[config.mk]
export PLATFORM = sky130hd
export DESIGN_NAME = lsu_rmw
export DESIGN_NICKNAME = d
export VERILOG_FILES = /design/src/rtl/lsu_rmw.sv
export SDC_FILE = /design/constraint.sdc
export NUM_CORES = 1
export LEC_CHECK = 0
export ABC_AREA = 1
export CORE_MARGIN = 3
export CORE_UTILIZATION = 39
export DETAILED_ROUTE_END_ITERATION = 12
export PLACE_DENSITY = 0.67
export REMOVE_ABC_BUFFERS = 1
export SKIP_LAST_GASP = 1
export SLEW_MARGIN = 20
export SYNTH_ARGS = -nofsm -noshare
export SYNTH_HDL_FRONTEND = slang
export SYNTH_SLANG_ARGS = --single-unit
export TNS_END_PERCENT = 100
[constraint.sdc]
create_clock -name clock -period 13.9 [get_ports clock]
set_clock_uncertainty 0.2 [all_clocks]
set_input_delay 2.78 -clock clock [delete_from_list [all_inputs] [get_ports clock]]
set_output_delay 2.78 -clock clock [all_outputs]
set_load 0.02 [all_outputs]
[src/rtl/lsu_rmw.sv]
// -----------------------------------------------------------------------------
// lsu_rmw
//
// Sequenced load/store unit datapath between the execute stage and a
// word-wide data memory port. One request is handled at a time:
//   * loads read the containing word and extract/sign- or zero-extend the
//     addressed field at any byte offset;
//   * sub-word stores do a read-modify-write of the containing word;
//   * full-word stores write directly;
//   * illegal or (optionally) misaligned requests answer with rsp_err and
//     never touch memory.
//
// Optional feature macro: LSU_MISALIGN_TRAP_EN
//   defined   : OFF % SIZE != 0 is reported as an error with no memory access.
//   undefined : the low log2(SIZE) bits of OFF are cleared and the access
//               proceeds aligned; alignment never raises rsp_err.
//
// Parameters
//   XLEN    data / memory word width, 32 or 64
//   ADDR_W  byte address width
//
// Ports
//   clock, reset          sole clock; asynchronous active-high reset
//   req_valid/req_ready   request handshake (ready only while idle)
//   req_store             1 = store, 0 = load
//   req_funct3            access type (LB/LH/LW/LD/LBU/LHU/LWU, SB/SH/SW/SD)
//   req_addr              byte address
//   req_wdata             store data, right-justified
//   rsp_valid             one-cycle completion pulse
//   rsp_rdata             extended load result (0 for stores/errors), held
//   rsp_err               illegal funct3 or misaligned access
//   mem_req/mem_we        registered memory request / write enable
//   mem_addr              word-aligned memory address
//   mem_wdata             full word to write
//   mem_ack               memory completion, sampled while mem_req is high
//   mem_rdata             read word, valid with mem_ack
// -----------------------------------------------------------------------------
module lsu_rmw #(
    parameter int XLEN   = 32,
    parameter int ADDR_W = 32
) (
    input  logic              clock,
    input  logic              reset,
    input  logic              req_valid,
    output logic              req_ready,
    input  logic              req_store,
    input  logic [2:0]        req_funct3,
    input  logic [ADDR_W-1:0] req_addr,
    input  logic [XLEN-1:0]   req_wdata,
    output logic              rsp_valid,
    output logic [XLEN-1:0]   rsp_rdata,
    output logic              rsp_err,
    output logic              mem_req,
    output logic              mem_we,
    output logic [ADDR_W-1:0] mem_addr,
    output logic [XLEN-1:0]   mem_wdata,
    input  logic              mem_ack,
    input  logic [XLEN-1:0]   mem_rdata
);

    localparam int         NB      = XLEN / 8;
    localparam int         OB      = (XLEN == 64) ? 3 : 2;
    // funct3[1:0] encoding of a full-word access (SW for 32, SD for 64)
    localparam logic [1:0] FULL_SZ = (XLEN == 64) ? 2'd3 : 2'd2;

    typedef enum logic [1:0] {
        S_IDLE,
        S_RD,
        S_WR,
        S_RSP
    } state_t;

    state_t            r_state;
    logic              r_ready;
    logic              r_rsp_valid;
    logic [XLEN-1:0]   r_rsp_rdata;
    logic              r_rsp_err;
    logic              r_mem_req;
    logic              r_mem_we;
    logic [ADDR_W-1:0] r_mem_addr;
    logic [XLEN-1:0]   r_mem_wdata;

    // captured request
    logic              r_store;
    logic [2:0]        r_f3;
    logic [OB-1:0]     r_off;
    logic [XLEN-1:0]   r_wdata;

    // -------------------------------------------------------------------------
    // Request decode (only consulted in the accept cycle)
    // -------------------------------------------------------------------------
    logic [OB-1:0] w_off_raw;
    logic [OB-1:0] w_align_mask;
    logic [OB-1:0] w_off;
    logic          w_illegal;
    logic          w_err;
    logic          w_full_store;

    // NOTE: every signal assigned in always_comb gets a default at the top so
    // no path leaves it unassigned, which would otherwise infer a latch.
    always_comb begin
        w_off_raw = req_addr[OB-1:0];

        case (req_funct3[1:0])
            2'd0:    w_align_mask = '0;
            2'd1:    w_align_mask = OB'(1);
            2'd2:    w_align_mask = OB'(3);
            default: w_align_mask = '1;
        endcase

        w_illegal = (req_funct3 == 3'b111) || (req_store && req_funct3[2]);
        // 32-bit words have no LD/SD/LWU
        if (XLEN == 32) begin
            w_illegal = w_illegal || (req_funct3[1:0] == 2'b11)
                                  || (req_funct3 == 3'b110);
        end

`ifdef LSU_MISALIGN_TRAP_EN
        w_off = w_off_raw;
        w_err = w_illegal || (|(w_off_raw & w_align_mask));
`else
        // silently align down to the access size
        w_off = w_off_raw & ~w_align_mask;
        w_err = w_illegal;
`endif

        w_full_store = req_store && !req_funct3[2] && (req_funct3[1:0] == FULL_SZ);
    end

    // -------------------------------------------------------------------------
    // Load extraction and store merge (driven by the captured request)
    // -------------------------------------------------------------------------
    logic [XLEN-1:0] w_shifted;
    logic [XLEN-1:0] w_top;
    logic [XLEN-1:0] w_load_val;
    logic [6:0]      w_pad;
    logic [NB-1:0]   w_bmask;
    logic [XLEN-1:0] w_wsh;
    logic [XLEN-1:0] w_merged;

    always_comb begin
        // bring the addressed field down to bit 0
        w_shifted = mem_rdata >> {r_off, 3'b000};
        // bits above the field; zero for a full-word access
        w_pad     = 7'(XLEN) - (7'd8 << r_f3[1:0]);
        // park the field at the top, then shift back down to extend it
        w_top     = w_shifted << w_pad;
        if (r_f3[2]) begin
            w_load_val = w_top >> w_pad;
        end else begin
            w_load_val = $unsigned($signed(w_top) >>> w_pad);
        end

        case (r_f3[1:0])
            2'd0:    w_bmask = NB'(1);
            2'd1:    w_bmask = NB'(3);
            2'd2:    w_bmask = NB'(15);
            default: w_bmask = '1;
        endcase
        w_bmask = w_bmask << r_off;
        w_wsh   = r_wdata << {r_off, 3'b000};

        w_merged = mem_rdata;
        for (int b = 0; b < NB; b++) begin
            if (w_bmask[b]) begin
                w_merged[8*b +: 8] = w_wsh[8*b +: 8];
            end
        end
    end

    // -------------------------------------------------------------------------
    // Sequencer: IDLE -> (RD) -> (WR) -> RSP -> IDLE, all outputs registered
    // -------------------------------------------------------------------------
    // NOTE: sequential state uses non-blocking assignments so every register
    // samples the pre-edge values and ordering inside the block is irrelevant.
    always_ff @(posedge clock or posedge reset) begin
        if (reset) begin
            r_state     <= S_IDLE;
            r_ready     <= 1'b0;
            r_rsp_valid <= 1'b0;
            r_rsp_rdata <= '0;
            r_rsp_err   <= 1'b0;
            r_mem_req   <= 1'b0;
            r_mem_we    <= 1'b0;
            r_mem_addr  <= '0;
            r_mem_wdata <= '0;
            r_store     <= 1'b0;
            r_f3        <= '0;
            r_off       <= '0;
            r_wdata     <= '0;
        end else begin
            case (r_state)
                S_IDLE: begin
                    if (!r_ready) begin
                        // first cycle out of reset: open the front end
                        r_ready <= 1'b1;
                    end else if (req_valid) begin
                        r_ready <= 1'b0;
                        r_store <= req_store;
                        r_f3    <= req_funct3;
                        r_off   <= w_off;
                        r_wdata <= req_wdata;
                        if (w_err) begin
                            r_state     <= S_RSP;
                            r_rsp_valid <= 1'b1;
                            r_rsp_err   <= 1'b1;
                            r_rsp_rdata <= '0;
                        end else begin
                            r_mem_req  <= 1'b1;
                            r_mem_addr <= {req_addr[ADDR_W-1:OB], {OB{1'b0}}};
                            if (w_full_store) begin
                                r_state     <= S_WR;
                                r_mem_we    <= 1'b1;
                                r_mem_wdata <= req_wdata;
                            end else begin
                                r_state  <= S_RD;
                                r_mem_we <= 1'b0;
                            end
                        end
                    end
                end

                S_RD: begin
                    if (mem_ack) begin
                        if (r_store) begin
                            // keep mem_req high and switch straight to the write
                            r_state     <= S_WR;
                            r_mem_we    <= 1'b1;
                            r_mem_wdata <= w_merged;
                        end else begin
                            r_state     <= S_RSP;
                            r_mem_req   <= 1'b0;
                            r_rsp_valid <= 1'b1;
                            r_rsp_err   <= 1'b0;
                            r_rsp_rdata <= w_load_val;
                        end
                    end
                end

                S_WR: begin
                    if (mem_ack) begin
                        r_state     <= S_RSP;
                        r_mem_req   <= 1'b0;
                        r_mem_we    <= 1'b0;
                        r_rsp_valid <= 1'b1;
                        r_rsp_err   <= 1'b0;
                        r_rsp_rdata <= '0;
                    end
                end

                default: begin  // S_RSP
                    r_state     <= S_IDLE;
                    r_rsp_valid <= 1'b0;
                    r_ready     <= 1'b1;
                end
            endcase
        end
    end

    assign req_ready = r_ready;
    assign rsp_valid = r_rsp_valid;
    assign rsp_rdata = r_rsp_rdata;
    assign rsp_err   = r_rsp_err;
    assign mem_req   = r_mem_req;
    assign mem_we    = r_mem_we;
    assign mem_addr  = r_mem_addr;
    assign mem_wdata = r_mem_wdata;

endmodule

==> results.md <==
* First drt pass iteration count at 5
* Vias in the first global route at a little under 8000
* Residual DRC at 0
* Worst Reg-to-Reg Cells at 9
* Root Driver: clkbuf_16
* Syn Std Cell Area at approximately 0.0081 mm²
* Most common cell after layout, fill and taps aside: nand2_1
* HP Start: rsp_rdata[24]
* Maximum number of pins on one net before global-route repair at 78
* Register area share after synthesis at 42.9%
* CTS sink count at between 100 and 150
* CTS tree: done
* Setup TNS at 0 ns
* Num CTS Buffers at 17
* Synth-to-Final Area Change at 34.5%
* Drt initial violations at roughly 700
* Seq cells post-synth at between 100 and 150
* Global-route wire length before repair at just over 40000 µm
* Row count at 52
* Final Hold Fails at 0
* Wire length on met1 at roughly 11000 µm
* Fill cells at between 1500 and 2000
* ANT nets after route at 0
* R2R Path Start: r_f3[1]
* Final setup violation count at 0
* Cell taking the most area after synthesis: dfrtp_1
* Share of layout cells above drive strength 1 at 6.84%
* Status: complete, no violations
* Global route total overflow at 0
* Hold Buf Count CTS at 0
* Startpoint Class: input port
* Highest Signal Layer: met5
* Crit-path max FO at 41
* Vias at slightly above 8000
* Reg-to-reg endpoint: rsp_rdata[28]
* Pwr dens at ~280 mW/mm²
* Slew Limit Headroom at 29.2%
* Initial antenna violation count at 1
* Post-DP HPWL at 17700 µm
* End of the critical path: mem_wdata[15]
* Post-Route WL at 25100 µm
* CTS resizes at 0
* Layout net count at 1398
* Via density at 5.24
* Req. time, crit path at roughly 14 ns
* Worst Path Arrival at 5.40 ns
* Clock slew at reported path FFs at 0.06 ns
* Post-Syn Instances at ~1100
* RSZ-0062 raised after global routing: false
* Htree depth at 4
* Met2 WL at 11800 µm
* Static leakage at approximately 5.1 nW
* Synth warnings at 0
* Yosys cell types at 34
* Worst Setup SP: mem_ack
* Die X at about 150 µm
* Post-Syn Area per Cell at between 7 and 8 µm²
* Inserted Diodes at 0
* Max-cap viol count at 0
* DIE AREA at around 0.023 mm²
* # IOs at 205
* Input/output buffers at between 200 and 250
* CORE AREA at 0.0204 mm²
* Most frequent cells in the layout: nand2_1, clkdlybuf4s50_1, dfrtp_1
* R2r setup slk at between 9 and 10 ns
* Metal3 WL at 1730 µm
* Hold crit path type: reg2reg
* Maximum clock path buffer count at 2
* Final period util at a little under two fifths
* Maximum VDD drop at approximately 0.14 mV
* Hold_ws at ~0.28 ns
* Post-CTS setup repair buffer count at 0
* WL per Instance at about 16 µm
* Worst-skew pair later-pin latency at 0.42 ns
* Maximum clock rate at 0.190 GHz
* Initial Util at 39.8%
* PnR Total Power at ~0.003 W
* GPL Wtd Cong at ~0.87
* DIE HEIGHT at between 150 and 200 µm
* Crit. End Element: flip-flop
* Area contributors post-synth: dfrtp_1, nand2_1, a21oi_1, o21ai_0, nand3_1
* Crit Path Category: in2reg
* Fin. max-slew vios at 0
* Final min period at between 5 and 6 ns
* Worst slew pin tran at between 1 and 1.5 ns
* Tot GR Track Use at between 20 and 25%
* Yosys top cell area share at 42.9%
[cells by family (layout without fill, tap and decap cells)]
group	Yosys count	after routing	share of synthesized area, %
AO/OA/AOI/OAI	220	220	15.0
adder cells (fa/ha/maj)	5	5	0.771
buffers and inverters	143	315	7.46
flip-flops	139	139	42.9
multiplexers	31	31	4.30
other	1	2	0.0462
AND/OR/NAND/NOR	589	589	29.6
[registers in the layout (all words and copies together), names as in the netlist, 2 cells and up]
name	count
r_state	2
r_off	2
mem_addr	30
r_wdata	32
rsp_rdata	32
mem_wdata	32
r_f3	3
[Yosys cell counts]
| cell | instances |
|---|---|
| nand2_1 | 405 |
| o22ai_2 | 1 |
| nand3_1 | 81 |
| or2_2 | 1 |
| dfrtp_1 | 139 |
| o21ai_0 | 82 |
| nor2_2 | 1 |
| nand4_2 | 1 |
| nor2_4 | 3 |
| buf_6 | 1 |
| clkbuf_1 | 26 |
| buf_2 | 28 |
| nand4_1 | 12 |
| o2111ai_1 | 4 |
| inv_2 | 5 |
| o21ai_1 | 1 |
| nor2_1 | 83 |
| o21ai_2 | 1 |
| o22ai_1 | 16 |
| ha_1 | 5 |
| clkinv_1 | 1 |
| nor2_8 | 1 |
| buf_4 | 7 |
| inv_1 | 68 |
| o21bai_1 | 1 |
| a21oi_1 | 82 |
| buf_1 | 7 |
| conb_1 | 1 |
| a21oi_2 | 2 |
| mux2_2 | 31 |
| a31oi_1 | 15 |
| nand3_2 | 1 |
| o211ai_1 | 12 |
| o31ai_1 | 3 |
[area by class of cell]
cell class / count / area, µm² / area share (%)
flip-flops and latches: 139 / 3480 / 31.9
well taps: 270 / 338 / 3.09
clock buffers: 17 / 425 / 3.90
repair buffers: 210 / 2080 / 19.1
inverters: 74 / 283 / 2.59
multi-input cells: 847 / 4040 / 37.0
clock inverters: 14 / 268 / 2.45
[power breakdown]
group | leakage (nW) | internal, W | switching, W
logic | 3.04 | 0.000652 | 0.00113
registers | 1.71 | 0.000595 | 0.000113
clock network | 0.338 | 0.000356 | 0.000183
[worst min-delay path by stage]
| stage | end | slack [ns] | depth (start not counted) |
|---|---|---|---|
| 3_5_place_dp | rsp_rdata[24] | 0.26 | 2 |
| 3_3_place_gp | r_wdata[31] | 0.26 | 2 |
| 2_1_floorplan | r_wdata[31] | 0.24 | 2 |
| 4_1_cts | rsp_rdata[14] | 0.28 | 2 |
| 6_report | rsp_rdata[24] | 0.28 | 2 |
| 5_1_grt | rsp_rdata[24] | 0.30 | 2 |
[per-layer routing]
layer  vias up  global-route usage, %
met3        30                   4.33
met5         -                      0
met1      3897                   30.8
li1       4024                      -
met2       285                   35.8
met4         2                   6.18
[critical path, stage by stage]
cell and delay (ns):
clkdlybuf4s50_1 0.48, nor2_1 0.07, o21bai_1 0.20, nor2_1 0.10, nand3_1 0.73, clkinv_1 0.28
buf_4 0.44, o21ai_0 0.14, o21ai_0 0.15
[metrics by stage]
step | std cells | cell area [µm²] | utilization, % | worst slack (ns)
after CTS | 1571 | 10900 | 53.6 | 8.67
after global routing | 1571 | 10900 | 53.6 | 8.37
final | 1571 | 10900 | 53.6 | 8.64
after global placement | 1540 | 10200 | 50.2 | 8.28
after floorplan | 1060 | 7790 | - | 7.20
after detailed placement | 1540 | 10200 | 50.2 | 8.24
Power figures use the tool's default switching activity.
